--- src/rtl/zx_kbd_pkg.sv ---
// Scan codes, matrix position map and decoder types
// for the PS/2 to ZX Spectrum keyboard front end.
package zx_kbd_pkg;

    localparam logic [7:0] SC_EXT    = 8'hE0;
    localparam logic [7:0] SC_REL    = 8'hF0;
    localparam logic [7:0] SC_PAUSE  = 8'hE1;
    localparam logic [7:0] SC_LSHIFT = 8'h12;
    localparam logic [7:0] SC_RSHIFT = 8'h59;
    localparam logic [7:0] SC_ALT    = 8'h11;
    localparam logic [7:0] SC_CTRL   = 8'h14;
    localparam logic [7:0] SC_BKSP   = 8'h66;
    localparam logic [7:0] SC_LEFT   = 8'h6B;
    localparam logic [7:0] SC_DOWN   = 8'h72;
    localparam logic [7:0] SC_UP     = 8'h75;
    localparam logic [7:0] SC_RIGHT  = 8'h74;

    localparam int PAUSE_SKIP = 7;

    typedef logic [2:0] row_t;
    typedef logic [2:0] col_t;

    typedef struct packed {
        logic valid;
        row_t row;
        col_t col;
    } key_map_t;

    typedef struct packed {
        logic shl;
        logic shr;
        logic alt;
        logic ctrl;
        logic bksp;
        logic left;
        logic down;
        logic up;
        logic right;
    } kflags_t;

    typedef enum logic [1:0] {
        ST_IDLE,
        ST_EXT,
        ST_REL,
        ST_SKIP
    } dec_state_t;

    // Position is written as octal {row,col}; CS and SS are handled separately.
    function automatic key_map_t map_key(input logic [7:0] code);
        logic [5:0] rc;
        logic       ok;
        ok = 1'b1;
        rc = '0;
        case (code)
            8'h1A: rc = 6'o01;
            8'h22: rc = 6'o02;
            8'h21: rc = 6'o03;
            8'h2A: rc = 6'o04;
            8'h1C: rc = 6'o10;
            8'h1B: rc = 6'o11;
            8'h23: rc = 6'o12;
            8'h2B: rc = 6'o13;
            8'h34: rc = 6'o14;
            8'h15: rc = 6'o20;
            8'h1D: rc = 6'o21;
            8'h24: rc = 6'o22;
            8'h2D: rc = 6'o23;
            8'h2C: rc = 6'o24;
            8'h16: rc = 6'o30;
            8'h1E: rc = 6'o31;
            8'h26: rc = 6'o32;
            8'h25: rc = 6'o33;
            8'h2E: rc = 6'o34;
            8'h45: rc = 6'o40;
            8'h46: rc = 6'o41;
            8'h3E: rc = 6'o42;
            8'h3D: rc = 6'o43;
            8'h36: rc = 6'o44;
            8'h4D: rc = 6'o50;
            8'h44: rc = 6'o51;
            8'h43: rc = 6'o52;
            8'h3C: rc = 6'o53;
            8'h35: rc = 6'o54;
            8'h5A: rc = 6'o60;
            8'h4B: rc = 6'o61;
            8'h42: rc = 6'o62;
            8'h3B: rc = 6'o63;
            8'h33: rc = 6'o64;
            8'h29: rc = 6'o70;
            8'h3A: rc = 6'o72;
            8'h31: rc = 6'o73;
            8'h32: rc = 6'o74;
            default: ok = 1'b0;
        endcase
        return '{valid: ok, row: rc[5:3], col: rc[2:0]};
    endfunction

    function automatic logic [3:0] fn_index(input logic [7:0] code);
        logic [3:0] n;
        case (code)
            8'h05:   n = 4'd1;
            8'h06:   n = 4'd2;
            8'h04:   n = 4'd3;
            8'h0C:   n = 4'd4;
            8'h03:   n = 4'd5;
            8'h0B:   n = 4'd6;
            8'h83:   n = 4'd7;
            8'h0A:   n = 4'd8;
            8'h01:   n = 4'd9;
            8'h09:   n = 4'd10;
            8'h78:   n = 4'd11;
            default: n = 4'd0;
        endcase
        return n;
    endfunction

endpackage

--- src/rtl/ps2_rx.sv ---
// PS/2 frame receiver: synchroniser, clock glitch filter,
// 11-bit frame shifter with start/parity/stop check and idle timeout.
module ps2_rx #(
    parameter int FILT_LEN    = 8,
    parameter int TIMEOUT_CYC = 112000
) (
    input  logic       clk_sys,
    input  logic       reset,
    input  logic       ps2_clk_i,
    input  logic       ps2_dat_i,
    output logic [7:0] rx_byte_o,
    output logic       rx_strobe_o
);

    localparam int FW = $clog2(FILT_LEN + 1);
    localparam int TW = $clog2(TIMEOUT_CYC + 1);

    logic [1:0]    clk_sync_q, dat_sync_q;
    logic          filt_q, filt_d;
    logic [FW-1:0] fcnt_q, fcnt_d;
    logic [10:0]   sh_q, sh_d;
    logic [3:0]    bitcnt_q, bitcnt_d;
    logic [TW-1:0] idle_q, idle_d;
    logic          done_q, done_d;
    logic [7:0]    byte_q, byte_d;
    logic          strobe_q;
    logic          fall;

    always_comb begin
        filt_d = filt_q;
        fcnt_d = '0;
        if (clk_sync_q[1] != filt_q) begin
            if (fcnt_q == FW'(FILT_LEN - 1)) begin
                filt_d = clk_sync_q[1];
            end else begin
                fcnt_d = fcnt_q + 1'b1;
            end
        end
    end

    assign fall = filt_q & ~filt_d;

    // Frame bits enter at the top, so the start bit ends up in sh[0].
    always_comb begin
        sh_d     = sh_q;
        bitcnt_d = bitcnt_q;
        done_d   = 1'b0;
        byte_d   = byte_q;
        idle_d   = '0;
        if (fall) begin
            sh_d = {dat_sync_q[1], sh_q[10:1]};
            if (bitcnt_q == 4'd10) begin
                bitcnt_d = '0;
                done_d   = ~sh_d[0] & sh_d[10] & (^sh_d[9:1]);
                byte_d   = sh_d[8:1];
            end else begin
                bitcnt_d = bitcnt_q + 4'd1;
            end
        end else if (filt_q == filt_d && bitcnt_q != 4'd0) begin
            if (idle_q == TW'(TIMEOUT_CYC - 1)) begin
                bitcnt_d = '0;
            end else begin
                idle_d = idle_q + 1'b1;
            end
        end
    end

    always_ff @(posedge clk_sys) begin
        if (reset) begin
            clk_sync_q <= 2'b11;
            dat_sync_q <= 2'b11;
            filt_q     <= 1'b1;
            fcnt_q     <= '0;
            sh_q       <= '0;
            bitcnt_q   <= '0;
            idle_q     <= '0;
            done_q     <= 1'b0;
            byte_q     <= '0;
            strobe_q   <= 1'b0;
        end else begin
            clk_sync_q <= {clk_sync_q[0], ps2_clk_i};
            dat_sync_q <= {dat_sync_q[0], ps2_dat_i};
            filt_q     <= filt_d;
            fcnt_q     <= fcnt_d;
            sh_q       <= sh_d;
            bitcnt_q   <= bitcnt_d;
            idle_q     <= idle_d;
            done_q     <= done_d;
            byte_q     <= byte_d;
            strobe_q   <= done_q;
        end
    end

    assign rx_byte_o   = byte_q;
    assign rx_strobe_o = strobe_q;

endmodule

--- src/rtl/ps2_zx_keyboard.sv ---
// PS/2 keyboard to ZX Spectrum 8x5 matrix, with Fn hotkeys
// and modifier outputs; serves port #FE half-row reads.
module ps2_zx_keyboard
    import zx_kbd_pkg::*;
#(
    parameter int FILT_LEN    = 8,
    parameter int TIMEOUT_CYC = 112000
) (
    input  logic        clk_sys,
    input  logic        reset,
    input  logic        ps2_kbd_clk,
    input  logic        ps2_kbd_data,
    input  logic [7:0]  addr,
    output logic [4:0]  key_data,
    output logic [11:1] Fn,
    output logic [2:0]  mod
);

    logic [7:0]       rx_byte;
    logic             rx_strobe;
    dec_state_t       state_q, state_d;
    logic             ext_q, ext_d;
    logic [2:0]       skip_q, skip_d;
    logic [7:0][4:0]  mat_q, mat_d;
    logic [11:1]      fn_q, fn_d;
    kflags_t          fl_q, fl_d;
    logic             apply, press;
    key_map_t         km;
    logic [3:0]       fi;
    logic [7:0][4:0]  rows_eff;
    logic [4:0]       acc;

    ps2_rx #(
        .FILT_LEN    (FILT_LEN),
        .TIMEOUT_CYC (TIMEOUT_CYC)
    ) u_rx (
        .clk_sys     (clk_sys),
        .reset       (reset),
        .ps2_clk_i   (ps2_kbd_clk),
        .ps2_dat_i   (ps2_kbd_data),
        .rx_byte_o   (rx_byte),
        .rx_strobe_o (rx_strobe)
    );

    assign km = map_key(rx_byte);
    assign fi = fn_index(rx_byte);

    always_comb begin
        state_d = state_q;
        ext_d   = ext_q;
        skip_d  = skip_q;
        apply   = 1'b0;
        press   = 1'b0;
        if (rx_strobe) begin
            unique case (state_q)
                ST_IDLE: begin
                    if (rx_byte == SC_EXT) begin
                        state_d = ST_EXT;
                        ext_d   = 1'b1;
                    end else if (rx_byte == SC_REL) begin
                        state_d = ST_REL;
                    end else if (rx_byte == SC_PAUSE) begin
                        state_d = ST_SKIP;
                        skip_d  = 3'(PAUSE_SKIP);
                    end else begin
                        apply = 1'b1;
                        press = 1'b1;
                    end
                end
                ST_EXT: begin
                    if (rx_byte == SC_REL) begin
                        state_d = ST_REL;
                    end else begin
                        apply = 1'b1;
                        press = 1'b1;
                    end
                end
                ST_REL: apply = 1'b1;
                ST_SKIP: begin
                    skip_d = skip_q - 3'd1;
                    if (skip_q == 3'd1) state_d = ST_IDLE;
                end
                default: state_d = ST_IDLE;
            endcase
            if (apply) begin
                state_d = ST_IDLE;
                ext_d   = 1'b0;
            end
        end
    end

    always_comb begin
        mat_d = mat_q;
        fn_d  = fn_q;
        fl_d  = fl_q;
        if (apply) begin
            if (!ext_q) begin
                if (km.valid) mat_d[km.row][km.col] = press;
                if (fi != 4'd0) fn_d[fi] = press;
                case (rx_byte)
                    SC_LSHIFT: fl_d.shl  = press;
                    SC_RSHIFT: fl_d.shr  = press;
                    SC_BKSP:   fl_d.bksp = press;
                    default: ;
                endcase
            end else begin
                case (rx_byte)
                    SC_LEFT:  fl_d.left  = press;
                    SC_DOWN:  fl_d.down  = press;
                    SC_UP:    fl_d.up    = press;
                    SC_RIGHT: fl_d.right = press;
                    default: ;
                endcase
            end
            if (rx_byte == SC_ALT)  fl_d.alt  = press;
            if (rx_byte == SC_CTRL) fl_d.ctrl = press;
        end
    end

    always_ff @(posedge clk_sys) begin
        if (reset) begin
            state_q <= ST_IDLE;
            ext_q   <= 1'b0;
            skip_q  <= '0;
            mat_q   <= '0;
            fn_q    <= '0;
            fl_q    <= '0;
        end else begin
            state_q <= state_d;
            ext_q   <= ext_d;
            skip_q  <= skip_d;
            mat_q   <= mat_d;
            fn_q    <= fn_d;
            fl_q    <= fl_d;
        end
    end

    // Composite keys OR into CS and their digit so physical holds survive release.
    always_comb begin
        rows_eff       = mat_q;
        rows_eff[0][0] = fl_q.shl | fl_q.shr | fl_q.bksp | fl_q.left
                       | fl_q.down | fl_q.up | fl_q.right;
        rows_eff[7][1] = fl_q.ctrl | fl_q.alt;
        rows_eff[4][0] = mat_q[4][0] | fl_q.bksp;
        rows_eff[3][4] = mat_q[3][4] | fl_q.left;
        rows_eff[4][4] = mat_q[4][4] | fl_q.down;
        rows_eff[4][3] = mat_q[4][3] | fl_q.up;
        rows_eff[4][2] = mat_q[4][2] | fl_q.right;
        acc = '0;
        for (int r = 0; r < 8; r++) begin
            if (!addr[r]) acc = acc | rows_eff[r];
        end
    end

    assign key_data = ~acc;
    assign Fn       = fn_q;
    assign mod      = {fl_q.ctrl, fl_q.alt, fl_q.shl | fl_q.shr};

endmodule

--- config.mk ---
export PLATFORM = sky130hd
export DESIGN_NAME = ps2_zx_keyboard
export DESIGN_NICKNAME = d
export VERILOG_FILES = /design/src/rtl/zx_kbd_pkg.sv /design/src/rtl/ps2_rx.sv /design/src/rtl/ps2_zx_keyboard.sv
export SDC_FILE = /design/constraint.sdc
export NUM_CORES = 1
export LEC_CHECK = 0
export ABC_CLOCK_PERIOD_IN_PS = 4700
export BUFFER_PORTS_ARGS = -buffer_cell sky130_fd_sc_hd__buf_2
export CAP_MARGIN = 5
export CORE_UTILIZATION = 60
export CTS_BUF_LIST = sky130_fd_sc_hd__clkbuf_4 sky130_fd_sc_hd__clkbuf_8
export DETAILED_ROUTE_END_ITERATION = 7
export PLACE_DENSITY = 0.78
export SETUP_SLACK_MARGIN = 0.2
export SLEW_MARGIN = 15
export SYNTH_ARGS = -nofsm -noshare
export SYNTH_HDL_FRONTEND = slang
export SYNTH_SLANG_ARGS = --single-unit
--- constraint.sdc ---
create_clock -name clk_sys -period 4.7 [get_ports clk_sys]
set_input_delay 0.47 -clock clk_sys [delete_from_list [all_inputs] [get_ports clk_sys]]
set_output_delay 0.47 -clock clk_sys [all_outputs]
set_load 0.05 [all_outputs]
==> results_dict.tcl, run 1 <==
set metrics [dict create \
    status "completed" \
    crit_type "flop to flop" \
    diodes 0 \
    first_global_vias 5279 \
    die_y_um 104 \
    avgSynthCellArea_um2 8.09 \
    power_leakage_nw 2.36 \
    min_period_ns 3.44 \
    whs_ns 0.190 \
    numClockSinks 114 \
    clk_pin_slew_ns 0.07 \
    grt_max_degree 62 \
    drive_above_1_share 0.104 \
    use_met1 0.395 \
    place_hpwl_um 11100 \
    coreArea_um2 9950 \
    fin_nets 797 \
    cts_made_buffers 17 \
    final_cell_mix "dfxtp_1 (114), nor2_1 (91), nand2_1 (70), mux2i_1 (48), a21oi_1 (41)" \
    cts_buffer_depth 2 \
    synth_top_cell_area_share 0.365 \
    placedInstanceArea_um2 6340 \
    grt_overflow 0 \
    yosysWarnings 0 \
    hold_buffers 0 \
    cts_max_level 4 \
    drv_cap 0 \
    start_kind "flop" \
    antenna_found_initial 0 \
    path_max_fanout 29 \
    grtUsageTotal 0.305 \
    drtPass1Iterations 5 \
    gr-usage-met3 0.0783 \
    cts_tree "yes" \
    slew_viol_final 0 \
    cts_resized 0 \
    drc 0 \
    finalSetupViolations 0 \
    numPortBuffers 30 \
    final_area_um2 6780 \
    drt-total-wl_um 15900 \
    ys.flop_type "dfxtp_1" \
    yosys.area.top_type "dfxtp_1" \
    fin_crit_sh 0.733 \
    ant_nets 0 \
    cp.arrival_ns 3.82 \
    yosysSeqAreaShare 0.365 \
    dr.first_iter.drc_count 495 \
    power.density_nw_per_um2 292 \
    num_vias 5642 \
    fp-row-count 36 \
    worst_pin_slew_ns 1.04 \
    cp-end-kind "flop" \
    layout-area-overhead-vs-synth_pct 8.41 \
    avgViaCountPerCell 6.11 \
    die_width_um 104 \
    post_cts_buffers 0 \
    tns_ns 0 \
    syn_nets 793 \
    final_common_cell "dfxtp_1" \
    groute.layer.met2.usage 0.474 \
    worst_ep_required_time_ns 5.07 \
    ir_worst_vdd_v 0.000246 \
    fill_cells 820 \
    fmax_mhz 290 \
    insertion_delay_ns 0.45 \
    finalHoldViolations 0 \
    final_util 0.681 \
    grt_pass1_wl_um 26300 \
    die-area_um2 10800 \
    hold_class "primary input to flop" \
    synth.distinct_cells 64 \
    synth-seq-cells 114 \
    finClkSkew_ns 0.0136 \
    start_util 0.628 \
    rsz0062_at_grt "no" \
    clockRootBuffer "clkbuf_8" \
    synth_edf_count 0 \
    relSlewSlack 0.296 \
    drt-wirelength-per-cell_um 17.3 \
    synth_area_um2 6250 \
    power_w 0.00198 \
    pin_count 31 \
    top_usage_layer "met2" \
    synthTopCellsByArea "dfxtp_1 (37%), mux2i_1 (7.7%), nor2_1 (5.5%)" \
    netlist_instances 773 \
    routabilityCongestion 0.936 \
    ys_async_sr_fraction 0 \
]
## cell families after synthesis
kind of cell | count (synthesis) | share of synthesized area
AO/OA/AOI/OAI | 128 | 0.133
flip-flops | 114 | 0.365
multiplexers | 49 | 0.0787
adder cells (fa/ha/maj) | 8 | 0.0160
buffers and inverters | 87 | 0.0649
AND/OR/NAND/NOR | 356 | 0.299
XOR/XNOR | 31 | 0.0434
## critical path: stages, from the launching register on
cell     delay (ns)
dfxtp_1        1.01
nor4b_1        0.23
a32oi_1        0.24
nand3_1        0.14
or4b_4         0.66
or3b_1         0.52
or3_1          0.40
a21oi_1        0.15
## layout make-up
type | count | area (µm²) | area share
inverter | 36 | 135 | 0.0199
timing repair buffer | 36 | 195 | 0.0288
clock buffer | 20 | 275 | 0.0406
tap | 133 | 166 | 0.0246
multi-input combinational | 572 | 3570 | 0.526
sequential | 114 | 2280 | 0.337
clock inverter | 12 | 156 | 0.0231
## power breakdown
group	leakage (nW)	internal, W	total (W)	switching [W]
combinational	1.23	0.00000801	0.0000276	0.0000196
clock	0.207	0.000566	0.000983	0.000418
sequential	0.919	0.000967	0.000968	0.000000787
total	2.36	0.00154	0.00198	0.000438
## synthesized netlist by cell type, types with 5 or more instances
library cell / instances
a211oi_1: 8
a21oi_1: 41
a22oi_1: 6
a31oi_1: 8
and2_1: 9
and3_1: 9
buf_2: 12
buf_4: 7
buf_6: 5
clkbuf_1: 26
dfxtp_1: 114
ha_1: 8
inv_1: 36
mux2i_1: 48
nand2_1: 70
nand2b_1: 24
nand3_1: 29
nand3b_1: 5
nand4_1: 15
nor2_1: 92
nor2b_1: 17
nor3_1: 20
nor3b_1: 6
nor4_1: 9
nor4b_1: 5
o21ai_0: 18
o22ai_1: 9
or2_2: 6
or3_1: 15
xnor2_1: 18
xor2_1: 13
## final timing paths
path,to,start,slack [ns],depth (start not counted)
worst max-delay path,mat_q[15]$_SDFFE_PP0P_,u_rx.rx_byte_o[0]$_SDFFE_PP0P_,1.26,7
worst min-delay path,u_rx.dat_sync_q[0]$_SDFF_PP1_,ps2_kbd_data,0.19,2
worst max register to register,mat_q[15]$_SDFFE_PP0P_,u_rx.rx_byte_o[0]$_SDFFE_PP0P_,1.26,7
worst min register to register,u_rx.clk_sync_q[1]$_SDFF_PP1_,u_rx.clk_sync_q[0]$_SDFF_PP1_,0.41,1
## metrics by stage
stage                     instances  setup slack, ns
after CTS                       923             1.33
after global routing            923             1.06
after detailed placement        891             1.35
after global placement          891             1.40
after floorplan                 773             2.13
final                           923             1.26
## registers in the layout (all words and copies together), names as in the netlist
| register | count |
|---|---|
| u_rx.filt_q | 1 |
| ext_q | 1 |
| u_rx.dat_sync_q | 2 |
| u_rx.sh_q | 10 |
| u_rx.bitcnt_q | 4 |
| skip_q | 3 |
| u_rx.rx_strobe_o | 1 |
| state_q | 2 |
| u_rx.idle_q | 17 |
| fl_q | 7 |
| mod | 2 |
| u_rx.clk_sync_q | 2 |
| Fn | 11 |
| u_rx.rx_byte_o | 8 |
| u_rx.done_q | 1 |
| mat_q | 38 |
| u_rx.fcnt_q | 4 |
## routing by layer
metal	up-vias	wire length [µm]
met5	-	0
met4	0	498
met3	45	1140
met2	219	7440
met1	2651	6870
li1	2727	-
Power figures use the tool's default switching activity.
==> inputs of run 2 (changes only) <==
--- a/config.mk
+++ b/config.mk
@@ -5,7 +5,7 @@
 export SDC_FILE = /design/constraint.sdc
 export NUM_CORES = 1
 export LEC_CHECK = 0
-export ABC_CLOCK_PERIOD_IN_PS = 4700
+export ABC_CLOCK_PERIOD_IN_PS = 3200
 export BUFFER_PORTS_ARGS = -buffer_cell sky130_fd_sc_hd__buf_2
 export CAP_MARGIN = 5
 export CORE_UTILIZATION = 60
==> constraint.sdc (replaced) <==
create_clock -name clk_sys -period 3.2 [get_ports clk_sys]
set_input_delay 0.32 -clock clk_sys [delete_from_list [all_inputs] [get_ports clk_sys]]
set_output_delay 0.32 -clock clk_sys [all_outputs]
set_load 0.05 [all_outputs]
==> run 2 against run 1 <==
Net effect: sequential share of layout area shrank 1.0 points; setup slack lost 1.0 ns; design area grew 3.5%; via count up 2.7%.
==> results_dict.tcl, run 2 (same netlist as run 1, synthesis figures left out) <==
set metrics [dict create \
    ant_nets 0 \
    min_period_ns 2.95 \
    diodes 0 \
    crit_slowest_cell "or4b_4" \
    drv_cap 0 \
    grtUsageTotal 0.313 \
    die_width_um 104 \
    relSlewSlack 0.577 \
    finalSetupViolations 0 \
    cp.arrival_ns 3.33 \
    fp-row-count 36 \
    final_util 0.705 \
    fin_nets 828 \
    cts_max_level 4 \
    crit_path_start "u_rx.rx_byte_o[6]$_SDFFE_PP0P_" \
    critPathMaxStageDelay_ns 0.63 \
    clockRootBuffer "clkbuf_8" \
    die_y_um 104 \
    num_vias 5794 \
    grt_pass1_wl_um 26900 \
    clk_pin_slew_ns 0.07 \
    cts_buffer_depth 2 \
    routabilityCongestion 0.975 \
    dr.first_iter.drc_count 397 \
    status "completed" \
    final_common_cell "dfxtp_1" \
    r2r-start "u_rx.rx_byte_o[6]$_SDFFE_PP0P_" \
    drt-wirelength-per-cell_um 17.0 \
    die-area_um2 10800 \
    start_kind "flop" \
    top_register "mat_q" \
    finalHoldViolations 0 \
    grt_max_degree 66 \
    place_hpwl_um 11600 \
    rsz0062_at_grt "yes" \
    numPortBuffers 30 \
    fill_cells 791 \
    layout-area-overhead-vs-synth_pct 12.2 \
    fin_crit_sh 0.922 \
    start_util 0.628 \
    hold_class "primary input to flop" \
    drt-total-wl_um 16200 \
    ir_worst_vdd_v 0.000353 \
    insertion_delay_ns 0.46 \
    final_cell_mix "dfxtp_1 (108), nor2_1 (91), nand2_1 (70), mux2i_1 (48), a21oi_1 (41)" \
    slew_viol_final 0 \
    cp_top_family "simple AND/OR/NAND/NOR gates" \
    pin_count 31 \
    hp-start "ps2_kbd_clk" \
    numClockSinks 114 \
    cts_made_buffers 17 \
    finClkSkew_ns 0.0112 \
    hold_buffers 0 \
    worst_pin_slew_ns 0.635 \
    cp_cell_sequence "buf_4, nor4b_1, a32oi_1, nand3_1, or4b_4, or3b_1, or4_1, a21oi_1" \
    fmax_mhz 339 \
    coreArea_um2 9950 \
    power_leakage_nw 2.53 \
    crit_type "flop to flop" \
    largest_register_ffs 38 \
    tns_ns 0 \
    drc 0 \
    avgViaCountPerCell 6.09 \
    power.density_nw_per_um2 416 \
    grt_overflow 0 \
    cp-end-kind "flop" \
    worst-path-buf-inv 1 \
    worst_ep_required_time_ns 3.57 \
    antenna_found_initial 0 \
    drive_above_1_share 0.144 \
    drtPass1Iterations 7 \
    first_global_vias 5517 \
    path_max_fanout 12 \
    cts_tree "yes" \
]
## run 2: changes by cell type in the layout (fill, tap and decap cells not counted)
cell,change
clkinv_2,-1
clkinv_4,-1
dfxtp_2,+6
dfxtp_1,-6
clkbuf_4,+1
buf_4,+31
a2111oi_0,-1
clkbuf_8,+1
nor3b_1,-1
clkinvlp_4,-2
a2111oi_1,+1
nor3b_2,+1
## run 2: final timing paths
| kind | end | slack (ns) | cells after the start |
|---|---|---|---|
| max | mat_q[5]$_SDFFE_PP0P_ | 0.25 | 8 |
| min | u_rx.clk_sync_q[0]$_SDFF_PP1_ | 0.05 | 2 |
| max reg2reg | mat_q[5]$_SDFFE_PP0P_ | 0.25 | 8 |
| min reg2reg | u_rx.dat_sync_q[1]$_SDFF_PP1_ | 0.41 | 1 |
## run 2: what timing repair did
item | CTS | global route
gates resized for setup | 2 | 6
buffers inserted | 0 | 0
pin swaps | 0 | 0
setup endpoints to repair | 5 | 7
hold endpoints to repair | 0 | 0
## run 2: area by class of cell
cell class,count,area [µm²],share of cell area
timing repair buffer,67,428,0.0610
clock inverter,8,128,0.0182
inverter,36,135,0.0193
multi-input combinational,572,3570,0.509
sequential,114,2290,0.326
clock buffer,22,297,0.0423
tap,133,166,0.0237
## run 2: power by group
group          switching [W]  internal [W]
Sequential        0.00000111       0.00142
Clock               0.000600      0.000853
Combinational      0.0000291     0.0000118
Total               0.000630       0.00229
## run 2: layer usage
| metal | track usage | vias up | part of all wire |
|---|---|---|---|
| li1 | - | 2784 | - |
| met1 | 0.404 | 2728 | 0.44 |
| met2 | 0.497 | 231 | 0.46 |
| met3 | 0.0602 | 51 | 0.064 |
| met4 | 0.162 | 0 | 0.035 |
| met5 | 0 | - | 0 |
## run 2: stage by stage
| stage | power, W | cell area [µm²] | setup slack, ns | cells | hold slack, ns |
|---|---|---|---|---|---|
| after floorplan | 0.00148 | 6250 | 0.633 | 773 | 0.389 |
| after global placement | 0.00149 | 6580 | 0.266 | 922 | 0.393 |
| after CTS | 0.00294 | 7000 | 0.208 | 952 | 0.0349 |
| after global routing | 0.00300 | 7020 | 0.191 | 952 | 0.0419 |
| final | 0.00292 | 7020 | 0.249 | 952 | 0.0468 |
| after detailed placement | 0.00149 | 6580 | 0.125 | 922 | 0.393 |
==> inputs of run 3 (changes only) <==
--- a/config.mk
+++ b/config.mk
@@ -5,9 +5,9 @@
 export SDC_FILE = /design/constraint.sdc
 export NUM_CORES = 1
 export LEC_CHECK = 0
-export ABC_CLOCK_PERIOD_IN_PS = 3200
+export ABC_CLOCK_PERIOD_IN_PS = 2800
 export BUFFER_PORTS_ARGS = -buffer_cell sky130_fd_sc_hd__buf_2
-export CAP_MARGIN = 5
+export CAP_MARGIN = 25
 export CORE_UTILIZATION = 60
 export CTS_BUF_LIST = sky130_fd_sc_hd__clkbuf_4 sky130_fd_sc_hd__clkbuf_8
 export DETAILED_ROUTE_END_ITERATION = 7
==> constraint.sdc (replaced) <==
create_clock -name clk_sys -period 2.8 [get_ports clk_sys]
set_input_delay 0.28 -clock clk_sys [delete_from_list [all_inputs] [get_ports clk_sys]]
set_output_delay 0.28 -clock clk_sys [all_outputs]
set_load 0.05 [all_outputs]
==> run 3 against run 2 <==
Net effect: register-to-register slack lost 0.07 ns; via count is 2.3% higher; count of clock-buffer cells in the layout is 3 lower; sequential share of layout area shrank 1.5 points; wire length up 5.3%; clock power rose by 3%; clock skew rose by 0.0019 ns; design area rose by 5.5%; maximum frequency grew 13%; worst hold slack improved by 0.14 ns; critical path type unchanged; critical endpoint is now mat_q[27]$_SDFFE_PP0P_; highest routed layer unchanged.
==> results_dict.tcl, run 3 (same netlist as run 1, synthesis figures left out) <==
set metrics [dict create \
    placedInstanceArea_um2 6730 \
    cp-end-kind "flop" \
    final_area_um2 7400 \
    fmax_mhz 382 \
    gr-usage-met3 0.0727 \
    clk_pin_slew_ns 0.07 \
    r2r-end "mat_q[27]$_SDFFE_PP0P_" \
    pin_count 31 \
    largest_register_ffs 38 \
    crit_end "mat_q[27]$_SDFFE_PP0P_" \
    die-area_um2 10800 \
    drt-wirelength-per-cell_um 17.3 \
    cts_made_buffers 17 \
    finClkSkew_ns 0.0131 \
    r2r-start "u_rx.rx_byte_o[7]$_SDFFE_PP0P_" \
    clockRootBuffer "clkbuf_8" \
    power_leakage_nw 2.71 \
    coreArea_um2 9950 \
    path_max_fanout 6 \
    numClockSinks 114 \
    crit_type "flop to flop" \
    first_global_vias 5641 \
    grt_overflow 0 \
    top_register "mat_q" \
    fin_nets 863 \
    worst_pin_slew_ns 0.770 \
    use_met1 0.399 \
    drt-total-wl_um 17100 \
    cts_max_level 4 \
    cts_buffer_depth 2 \
    crit_path_start "u_rx.rx_byte_o[7]$_SDFFE_PP0P_" \
    ant_nets 0 \
    min_period_ns 2.62 \
    grt_max_degree 80 \
    cts_tree "yes" \
    antenna_found_initial 0 \
    insertion_delay_ns 0.45 \
    grt_pass1_wl_um 27100 \
    final_common_cell "dfxtp_1" \
    hold_class "primary input to flop" \
    num_vias 5930 \
    cp_cell_sequence "buf_4, or4b_4, or3_4, and3_1, or3_4, or3_1, a21oi_1" \
    drive_above_1_share 0.202 \
    layout-area-overhead-vs-synth_pct 18.4 \
    start_util 0.628 \
    avgViaCountPerCell 6.00 \
    place_hpwl_um 11900 \
    fin_crit_sh 0.934 \
    status "completed" \
    start_kind "flop" \
    grtUsageTotal 0.317 \
    die_width_um 104 \
    relSlewSlack 0.486 \
    drc 0 \
    cp.arrival_ns 2.99 \
    rrSetupSlack_ns 0.18 \
    slew_viol_final 0 \
    crit_slowest_cell "or4b_4" \
    finalHoldViolations 0 \
    ff2ff_path_depth 7 \
    fp-row-count 36 \
    rsz0062_at_grt "yes" \
    final_cell_mix "dfxtp_1 (106), nor2_1 (90), nand2_1 (70), buf_4 (65), mux2i_1 (48)" \
    die_y_um 104 \
    groute.layer.met2.usage 0.507 \
    top_usage_layer "met2" \
    worst_ep_required_time_ns 3.17 \
    drtPass1Iterations 7 \
    tns_ns 0 \
    final_util 0.744 \
    ir_worst_vdd_v 0.000458 \
    diodes 0 \
    power.density_nw_per_um2 428 \
    critPathMaxStageDelay_ns 0.57 \
    fill_cells 784 \
    finalSetupViolations 0 \
    routabilityCongestion 0.971 \
    dr.first_iter.drc_count 405 \
    numPortBuffers 30 \
    path_common_cell "or3_4" \
    drv_cap 0 \
]
## run 3: area by class of cell
class / instances / area [µm²] / area share
Sequential cell: 114 / 2310 / 0.312
Tap cell: 133 / 166 / 0.0225
Inverter: 36 / 135 / 0.0183
Clock inverter: 13 / 126 / 0.0171
Clock buffer: 19 / 262 / 0.0353
Timing Repair Buffer: 102 / 746 / 0.101
Multi-Input combinational cell: 572 / 3660 / 0.495
## run 3: critical path, delay by kind of cell (launching register included)
family / cells / cell delay (ns)
DFF: 1 / 0.37
and+or+nand+nor: 5 / 1.90
AOI/OAI and AO/OA: 1 / 0.12
buffers and inverters: 1 / 0.16
## run 3: stage by stage
stage	hold WS, ns	worst slack (ns)	cells	power [W]
finish	0.191	0.184	989	0.00317
global route	0.200	0.100	989	0.00327
detailed placement	0.400	0.0161	941	0.00171
global placement	0.396	0.0590	941	0.00171
floorplan	0.384	0.233	773	0.00169
CTS	0.168	0.205	975	0.00319
## run 3: metal layers
metal,share of wire,wire [µm],up-vias
met3,0.075,1280,44
met4,0.030,504,0
met5,0,0,-
met2,0.47,7990,233
met1,0.43,7300,2799
li1,-,-,2854
## run 3: power breakdown
group	leakage (nW)	internal, W	switching [W]
registers	0.925	0.00162	0.00000155
logic	1.60	0.0000153	0.0000335
clock network	0.186	0.000759	0.000745
## run 3: worst min path at each step
stage,end,from,depth (start not counted)
global route,u_rx.rx_strobe_o$_SDFF_PP0_,reset,2
global placement,u_rx.dat_sync_q[1]$_SDFF_PP1_,u_rx.dat_sync_q[0]$_SDFF_PP1_,1
floorplan,u_rx.clk_sync_q[0]$_SDFF_PP1_,ps2_kbd_clk,1
detailed placement,u_rx.dat_sync_q[1]$_SDFF_PP1_,u_rx.dat_sync_q[0]$_SDFF_PP1_,1
finish,u_rx.bitcnt_q[1]$_SDFFE_PP0P_,reset,2
CTS,u_rx.bitcnt_q[1]$_SDFFE_PP0P_,reset,2
## run 3: repair_timing
| item | CTS | global route |
|---|---|---|
| gates cloned | 0 | 1 |
| hold buffers | 2 | 0 |
| pin swaps | 0 | 7 |
| setup buffers | 0 | 13 |
| hold endpoints to repair | 2 | 0 |
| endpoints found under the setup margin | 30 | 33 |
| gates resized for setup | 15 | 24 |
